## src/rtl/dfa_stream_ctx_mgr.sv

```systemverilog
// dfa_stream_ctx_mgr: per-stream DFA state save/restore with saturating match counters.
// Define MULTI_MATCH_CNT_EN to count every accept in a packet instead of at most one.
module dfa_stream_ctx_mgr #(
  parameter int NUM_STREAMS = 64,
  parameter int SID_W       = 6,
  parameter int STATE_W     = 11,
  parameter int CNT_W       = 16,
  parameter int DFA_LAT     = 1
) (
  input  logic               clk,
  input  logic               rst_n,
  input  logic               sop,
  input  logic [SID_W-1:0]   stream_id,
  input  logic               new_stream,
  input  logic               enable,
  input  logic [7:0]         char_in,
  input  logic               char_in_vld,
  input  logic               eop,
  output logic               in_ready,
  output logic               done,
  output logic               fired,
  output logic [CNT_W-1:0]   total_count,
  input  logic [SID_W-1:0]   cnt_rd_sid,
  output logic [CNT_W-1:0]   cnt_rd_data,
  output logic [7:0]         dfa_char,
  output logic               dfa_char_vld,
  output logic [STATE_W-1:0] dfa_state_in,
  output logic               dfa_state_in_vld,
  input  logic [STATE_W-1:0] dfa_state_out,
  input  logic               dfa_accept
);
  localparam logic [2:0] IDLE = 3'd0, LOAD = 3'd1, RUN = 3'd2, DRAIN = 3'd3, COMMIT = 3'd4;

  logic [2:0]             st_q, st_d, dcnt_q, dcnt_d;
  logic [SID_W-1:0]       sid_q, sid_d;
  logic                   en_q, en_d, new_q, new_d, fired_q, fired_d;
  logic [7:0]             char_q, char_d;
  logic                   char_vld_q, char_vld_d;
  logic [STATE_W-1:0]     so_q;
  logic                   acc_q;
  logic [NUM_STREAMS-1:0] known_q, known_d;
  logic [CNT_W-1:0]       cnt_q [NUM_STREAMS];
  logic [CNT_W-1:0]       total_q, total_d, rd_q, rd_d, inc, cnt_new;
  logic [STATE_W-1:0]     ram [NUM_STREAMS];
  logic                   hit, match, commit_wr;

  function automatic logic [CNT_W-1:0] sat_add(input logic [CNT_W-1:0] a, input logic [CNT_W-1:0] b);
    logic [CNT_W:0] s;
    s = {1'b0, a} + {1'b0, b};
    return s[CNT_W] ? '1 : s[CNT_W-1:0];
  endfunction

  assign hit       = acc_q & (st_q == RUN || st_q == DRAIN || st_q == COMMIT);
  assign commit_wr = (st_q == COMMIT) & en_q;

`ifdef MULTI_MATCH_CNT_EN
  logic [CNT_W-1:0] mm_q, mm_d;
  always_comb begin
    inc   = sat_add(mm_q, {{(CNT_W-1){1'b0}}, hit});
    mm_d  = (st_q == RUN || st_q == DRAIN) ? inc : '0;
    match = |inc;
  end
  always_ff @(posedge clk or negedge rst_n)
    if (!rst_n) mm_q <= '0;
    else mm_q <= mm_d;
`else
  logic pm_q, pm_d, pm_eff;
  always_comb begin
    pm_eff = pm_q | hit;
    pm_d   = (st_q == RUN || st_q == DRAIN) ? pm_eff : 1'b0;
    inc    = {{(CNT_W-1){1'b0}}, pm_eff};
    match  = pm_eff;
  end
  always_ff @(posedge clk or negedge rst_n)
    if (!rst_n) pm_q <= 1'b0;
    else pm_q <= pm_d;
`endif

  always_comb begin
    st_d    = st_q;
    sid_d   = sid_q;
    en_d    = en_q;
    new_d   = new_q;
    fired_d = fired_q;
    dcnt_d  = dcnt_q;
    known_d = known_q;
    case (st_q)
      IDLE: if (sop) begin
        st_d    = LOAD;
        sid_d   = stream_id;
        en_d    = enable;
        new_d   = new_stream;
        fired_d = 1'b0;
      end
      LOAD: st_d = RUN;
      RUN: if (eop) begin
        st_d   = DRAIN;
        dcnt_d = '0;
      end
      DRAIN: begin
        dcnt_d = dcnt_q + 3'd1;
        st_d   = (dcnt_q == 3'(DFA_LAT)) ? COMMIT : DRAIN;
      end
      COMMIT: begin
        st_d    = IDLE;
        fired_d = en_q & match;
        if (en_q) known_d[sid_q] = 1'b1;
      end
      default: st_d = IDLE;
    endcase
    char_d     = char_in;
    char_vld_d = (st_q == RUN) & char_in_vld;
    cnt_new    = sat_add(cnt_q[sid_q], inc);
    total_d    = commit_wr ? sat_add(total_q, inc) : total_q;
    // bypass so a read of the stream being committed sees the new count next cycle
    rd_d       = (commit_wr && cnt_rd_sid == sid_q) ? cnt_new : cnt_q[cnt_rd_sid];
  end

  always_ff @(posedge clk or negedge rst_n) begin
    if (!rst_n) begin
      st_q       <= IDLE;
      sid_q      <= '0;
      en_q       <= 1'b0;
      new_q      <= 1'b0;
      fired_q    <= 1'b0;
      dcnt_q     <= '0;
      char_q     <= '0;
      char_vld_q <= 1'b0;
      so_q       <= '0;
      acc_q      <= 1'b0;
      known_q    <= '0;
      total_q    <= '0;
      rd_q       <= '0;
      for (int i = 0; i < NUM_STREAMS; i++) cnt_q[i] <= '0;
    end else begin
      st_q       <= st_d;
      sid_q      <= sid_d;
      en_q       <= en_d;
      new_q      <= new_d;
      fired_q    <= fired_d;
      dcnt_q     <= dcnt_d;
      char_q     <= char_d;
      char_vld_q <= char_vld_d;
      so_q       <= dfa_state_out;
      acc_q      <= dfa_accept;
      known_q    <= known_d;
      total_q    <= total_d;
      rd_q       <= rd_d;
      if (commit_wr) cnt_q[sid_q] <= cnt_new;
    end
  end

  always_ff @(posedge clk)
    if (commit_wr) ram[sid_q] <= so_q;

  assign in_ready         = (st_q == IDLE) || (st_q == RUN);
  assign done             = (st_q == COMMIT);
  assign fired            = (st_q == COMMIT) ? (en_q & match) : fired_q;
  assign total_count      = total_q;
  assign cnt_rd_data      = rd_q;
  assign dfa_char         = char_q;
  assign dfa_char_vld     = char_vld_q;
  assign dfa_state_in_vld = (st_q == LOAD);
  assign dfa_state_in     = (new_q || !known_q[sid_q]) ? '0 : ram[sid_q];
endmodule
```

## config.mk

```make
export PLATFORM = sky130hd
export DESIGN_NAME = dfa_stream_ctx_mgr
export DESIGN_NICKNAME = d
export VERILOG_FILES = /design/src/rtl/dfa_stream_ctx_mgr.sv
export SDC_FILE = /design/constraint.sdc
export NUM_CORES = 2
export LEC_CHECK = 0
export CORE_ASPECT_RATIO = 1.5
export CORE_UTILIZATION = 30
export DETAILED_ROUTE_END_ITERATION = 16
export GPL_TIMING_DRIVEN = 0
export PLACE_DENSITY = 0.5
export SETUP_SLACK_MARGIN = 0.1
export SYNTH_ARGS = -nofsm -noshare
export SYNTH_HDL_FRONTEND = slang
export SYNTH_SLANG_ARGS = --single-unit
```

## constraint.sdc

```tcl
create_clock -name clk -period 4.6 [get_ports clk]
set_input_delay 0.46 -clock clk [delete_from_list [all_inputs] [get_ports clk]]
set_output_delay 0.46 -clock clk [all_outputs]
set_load 0.01 [all_outputs]
```

# Word-level counts from Yosys, hierarchy flattened
# Memories as Yosys holds them, arrays and structs flattened.
# Cells that the tools add are included.
# Widths: inputs -> output; s select.
classes:
  n_addsub: 3
  magnitude_cmp: 5
  n_eq_ne: 8
  n_mux: 29
  bitwise_logic: 8
  n_reduce_logical: 16
ops:
  columns: ["operator", "n"]
  rows:
  - ["$bwmux 1024", 1]
  - ["$bmux 16 s6", 2]
  - ["$mux 16", 8]
  - ["$demux 16 s6", 1]
  - ["$or 64x64->64", 1]
  - ["$add 16x1->17", 2]
  - ["$ge 7x7->1 const B", 2]
  - ["$not 6->7", 2]
  - ["$mux 3", 4]
  - ["$pmux 3 s4", 1]
  - ["$mux 11", 1]
  - ["$reduce_and 2->1", 5]
  - ["$lt 6x7->1 const B", 1]
  - ["$lt 7x1->1 const B", 1]
  - ["$mux 1", 7]
  - ["$bmux 1 s6", 1]
  - ["$demux 1 s6", 1]
  - ["$eq 3x1->1 const B", 2]
  - ["$eq 3x2->1 const B", 2]
  - ["$eq 6x6->1", 1]
  - ["$ge 6x1->1 const B", 1]
  - ["$pmux 3 s2", 1]
  - ["$and 1x1->1", 4]
  - ["$logic_or 1x1->1", 4]
  - ["other kinds (9)", 13]
totals:
  reg_bits: 1157
  mem_bits_rw: 704
  out_inout_bits: 56
  memories: 1
memory_table:
  columns: ["name", "words", "word_bits", "rd", "rd_clocked_by_memory_dff", "wr", "line", "rtl"]
  rows:
  - ["ram", 64, 11, 1, 0, 1, "44", "logic [STATE_W-1:0] ram [NUM_STREAMS];"]

# Logic depth before layout (Yosys ltp)
logic_depth:
  depth_word: 8
  ltp_mapped: 28
  mapped_depth_nobuf: 13

# Worst setup path before layout
# Ideal clock, no wire load.
synth_timing:
  kind: "register -> register"
  from: "register sid_q[0]"
  to: "register cnt_q[232] in the netlist's numbering"
  setup_ns: 0.150
  arrival_ns: 4.586
  setup_slack_ns: -0.135
  stages_incl_launch_ff: 23
  path_buffers: 11
  cell_sequence: "dfrtp_1 > buf_6 > buf_6 > buf_6 > buf_6 > buf_6 > buf_2 > nor3b_2 > clkbuf_1 > buf_1 > a22oi_1 > a311oi_1 > a31oi_1 > o221ai_1 > ha_1 > o21ai_1 > or4_4 > buf_6 > or3_4 > xnor2_1 > buf_4 > buf_4 > a31oi_1"
synth_via:
  elab_chain_len: 7
  word_cells_on_any_way: 12
  cone_classes: "add/sub: 1; order compare: 2; mux: 7; bitwise: 1; reduce/logical: 1"
synth_lines:
  columns: ["element", "line", "rtl"]
  rows:
  - ["start: declaration", "35", "logic [SID_W-1:0] sid_q, sid_d;"]
  - ["start signal: assignment", "137", "sid_q <= sid_d;"]
  - ["$not 6->7 (implied by the code) *", "113, 149", null]
  - ["$bmux 16 s6", "113", "cnt_new = sat_add(cnt_q[sid_q], inc);"]
  - ["$mux 16 (implied by the code) (2 in a row)", "113", null]
  - ["$add 16x1->17", "49", "s = {1'b0, a} + {1'b0, b};"]
  - ["$mux 16", "50", "return s[CNT_W] ? '1 : s[CNT_W-1:0];"]
  - ["$bwmux 1024 *", "149", "if (commit_wr) cnt_q[sid_q] <= cnt_new;"]
  - ["end signal: indexed assignment", "149", null]
  - ["end: declaration", "42", "logic [CNT_W-1:0] cnt_q [NUM_STREAMS];"]
# Every way passes the cells marked *; elsewhere a longest branch is shown, timed or not. The select of a mux whose other input is x is not followed.
# A chain may end at the register's enable or synchronous reset.

# Worst setup path in the final report
layout_timing:
  from: "register sid_q[2]"
  to: "register rd_q[6], in the netlist cnt_rd_data[6]"
layout_via:
  elab_chain_len: 7
  word_cells_on_any_way: 9
  cone_classes: "add/sub: 1; eq/ne: 1; mux: 5; bitwise: 1; reduce/logical: 1"
layout_lines:
  columns: ["element", "line", "rtl"]
  rows:
  - ["$not 6->7 (implied by the code)", "113", null]
  - ["$bmux 16 s6", "113", null]
  - ["$mux 16 (implied by the code) (2 in a row)", "113", null]
  - ["$add 16x1->17", "49", null]
  - ["$mux 16", "50", null]
  - ["$mux 16 *", "116", "rd_d = (commit_wr && cnt_rd_sid == sid_q) ? cnt_new : cnt_q[cnt_rd_sid];"]
  - ["net rd_d[6]", "43", "logic [CNT_W-1:0] total_q, total_d, rd_q, rd_d, inc, cnt_new;"]
  - ["end signal: assignment", "148", "rd_q <= rd_d;"]
  - ["end: declaration", "43", null]
# The timed path passes the listed nets; every way through them passes the cells marked *. The select of a mux whose other input is x is not followed.

==> impl_metrics.py <==
metrics = {
    "place": {
        "port_buffers": 89,
        "gp_congestion": 1.071,
        "dp_hpwl_mm": 383.6,
        "post-place-ws_ns": -5.223,
    },
    "clock_tree": {
        "clkLatencyLatePin_ns": 0.98,
        "path_clk_slew_ns": 0.07,
        "cts_tree": "done",
        "cts.path.max_buffers": 4,
        "numCtsBuffers": 201,
        "htreeDepth": 4,
        "cts_sinks": 1861,
        "cts-root-buf": "clkbuf_16",
    },
    "setup_path": {
        "cpMostUsedCell": "buf_4",
        "required_ns": 5.37,
        "path_cells": "buf_4 > buf_12 > buf_8 > buf_4 > clkbuf_4 > mux4_2 > mux2i_2 > o211ai_1 > nor4_1 > nor2_1 > nand3_1 > a31o_1 > buf_4 > buf_6 > o21ai_1",
        "max_stage_delay_ns": 1.09,
        "path_max_fanout": 11,
        "arrival_ns": 7.45,
        "rr_startpoint": "sid_q[2]",
        "end_kind": "flip-flop",
        "rr_worst_depth": 15,
        "startpoint_type": "flip-flop",
        "cpMaxStageDelayCell": "mux2i_2",
        "critPathKind": "reg -> reg",
        "reg2reg_to": "cnt_rd_data[6]",
        "r2r_slack_ns": -2.08,
    },
    "global_route": {
        "antenna_found_initial": 73,
        "gr-total-overflow": 0,
        "use_met3": 0.1191,
        "grt_pass1_wl_mm": 715.9,
        "grtUsageMet2": 0.5860,
        "grt_max_degree": 167,
        "busiest_layer": "met2",
        "gr-usage-all-layers": 0.3868,
        "grt_pass1_vias": 68320,
        "met1_usage": 0.4143,
    },
    "sta": {
        "holdWs_ns": 0.01726,
        "rsz0062_at_grt": "true",
        "setup_viol": 1781,
        "worst_pin_slew_ns": 1.669,
        "fin_worst_skew_ns": 0.1127,
        "fmax_ghz": 0.1497,
        "max_slew_margin": -0.1129,
        "slew_viol_final": 60,
        "tns_ns": -2417.60,
        "fin_crit_ns": 6.680,
        "fin_ws_ns": -2.080,
        "hold_viol_final": 0,
        "fin_crit_sh": 1.452,
    },
    "routing": {
        "ant_nets": 0,
        "routed_wl_mm": 566.5,
        "firstDrtPassIters": 7,
        "viasPerCell": 6.503,
        "via_count": 73370,
        "remaining_drc_errors": 0,
        "drt-wirelength-per-cell_um": 50.22,
        "drt-initial-drc-count": 11140,
    },
    "finish": {
        "layout.cells.most_common": "dfrtp_1",
        "nNetsFinal": 7365,
        "final_core_util": 0.3751,
        "areaGrowthSynthToFinish_pct": 24.48,
        "drive_gt1_frac": 0.2550,
        "final_cell_mix": "dfrtp_1, nand2_1, edfxtp_1",
        "n_fill_cell": 27150,
    },
    "min_path": {
        "hold_start": "dfa_state_out[1]",
        "hold_depth": 1,
        "hp-class": "in -> reg",
        "hold_path_end": "so_q[1]",
    },
    "run_status": {
        "failed_checks": "capacitance limit, slew limit, setup timing",
        "outcome": "finished with violations",
    },
    "yosys": {
        "synth_warnings": 0,
        "netlist_area_um2": 84980,
        "postSynthAreaPerCell_um2": 12.56,
        "synthCells": 6763,
        "synth_edf_count": 704,
        "synthArstFlopShare": 0.6217,
        "synth-seq-area-share": 0.5895,
        "synth_seq_cells": 1861,
        "ys.flop_type": "dfrtp_1",
        "synth_cell_types": 95,
        "synth.net_count": 6808,
    },
    "floorplanning": {
        "start_util": 0.3013,
        "io_pins": 95,
        "row_count": 239,
        "core_area_um2": 282000,
        "die_h_um": 653.8,
        "dieArea_um2": 285400,
        "dieWidth_um": 436.6,
    },
    "power": {
        "leakage_uw": 0.04130,
        "peakVddDrop_v": 0.0005080,
        "power.density_nw_per_um2": 658.6,
    },
    "flow_run": {
        "cap_violations": 5,
    },
}
==> flip-flops by register name (all words and copies together) (netlist names) <==
signal / cells
cnt_q: 1024
fired_q: 1
cnt_rd_data: 16
dcnt_q: 3
ram: 704
dfa_char_vld: 1
st_q: 3
known_q: 64
new_q: 1
dfa_char: 8
pm_q: 1
acc_q: 1
sid_q: 6
total_count: 16
en_q: 1
so_q: 11
==> area by class of cell <==
| type | count | area [um2] | share of cell area |
|---|---|---|---|
| Buffer | 585 | 5534 | 0.05232 |
| Inverter | 74 | 356.6 | 0.003371 |
| Clock inverter | 99 | 1270 | 0.01201 |
| Clock buffer | 263 | 5565 | 0.05261 |
| Timing Repair Buffer | 357 | 4766 | 0.04505 |
| Sequential cell | 1861 | 50110 | 0.4737 |
| Multi-Input combinational cell | 4240 | 33340 | 0.3152 |
| Antenna cell | 67 | 167.7 | 0.001585 |
| Tap cell | 3735 | 4673 | 0.04418 |
==> critical path, delay by kind of cell (launching register included) <==
kind	cells	cell delay, ns
buffers and inverters	7	2.56
muxes	2	1.52
and+or+nand+nor	3	1.17
AOI/OAI and AO/OA	3	0.62
DFF	1	0.42
==> Yosys cell counts, types with 47 or more instances <==
library cell	count	share of area
nor2_1	242	0.011
edfxtp_1	704	0.25
nand2b_1	81	0.0060
inv_1	47	0.0021
a221oi_1	79	0.0081
o21ai_1	261	0.015
o22ai_1	280	0.021
buf_1	56	0.0025
a21oi_1	136	0.0080
a22oi_1	136	0.012
clkbuf_1	281	0.012
nand2_1	987	0.044
o21ai_0	612	0.036
a31oi_1	147	0.011
dfrtp_1	1157	0.34
mux2i_1	264	0.031
nand3_1	50	0.0029
buf_2	134	0.0079
mux2_2	92	0.012
buf_4	72	0.0064
mux4_2	393	0.10
==> metrics by stage <==
stage	total power (uW)	cell area, um2	instances
floorplan	26880	85060	6763
global placement	41390	90630	10590
detailed placement	41710	91620	10630
CTS	64070	102800	11130
global route	68810	105600	11220
finish	69670	105800	11280
==> repair_timing <==
item / CTS / global route
setup buffers: 111 / 62
pin swaps: 37 / 47
hold buffers: 16 / 0
setup endpoints to repair: 1821 / 1796
hold endpoints to repair: 225 / 0
gates cloned: 13 / 25
resized for setup: 768 / 554
==> routing by layer <==
layer / vias up / part of all wire
met3: 2300 / 0.10
met5: - / 0.00041
met1: 38020 / 0.32
met2: 6210 / 0.44
li1: 26810 / -
met4: 22 / 0.13
==> cell families after synthesis <==
logic type	share of synthesized area
XOR/XNOR	0.001855
flip-flops	0.5895
AND/OR/NAND/NOR	0.07826
buffers and inverters	0.03850
multiplexers	0.1559
AO/OA/AOI/OAI	0.1351
adder cells (fa/ha/maj)	0.0008834
==> worst max-delay path by stage <==
stage	start	end	slack, ns
after global placement	rst_n	cnt_q[705]	-54.35
after CTS	sid_q[0]	dfa_state_in[6]	-1.76
after detailed placement	sid_q[1]	cnt_rd_data[9]	-5.22
after floorplan	sid_q[0]	cnt_q[1016]	0.11
final	sid_q[2]	cnt_rd_data[6]	-2.08
after global routing	sid_q[2]	cnt_rd_data[6]	-1.95
==> power by group <==
| group | internal [uW] | leakage, uW | switching (uW) | total, uW |
|---|---|---|---|---|
| combinational | 9980 | 0.0155 | 24300 | 34300 |
| clock | 9990 | 0.00334 | 7650 | 17600 |
| sequential | 17500 | 0.0224 | 249 | 17700 |
| total | 37400 | 0.0413 | 32200 | 69700 |
No activity file was read; power rests on OpenSTA's default activity.
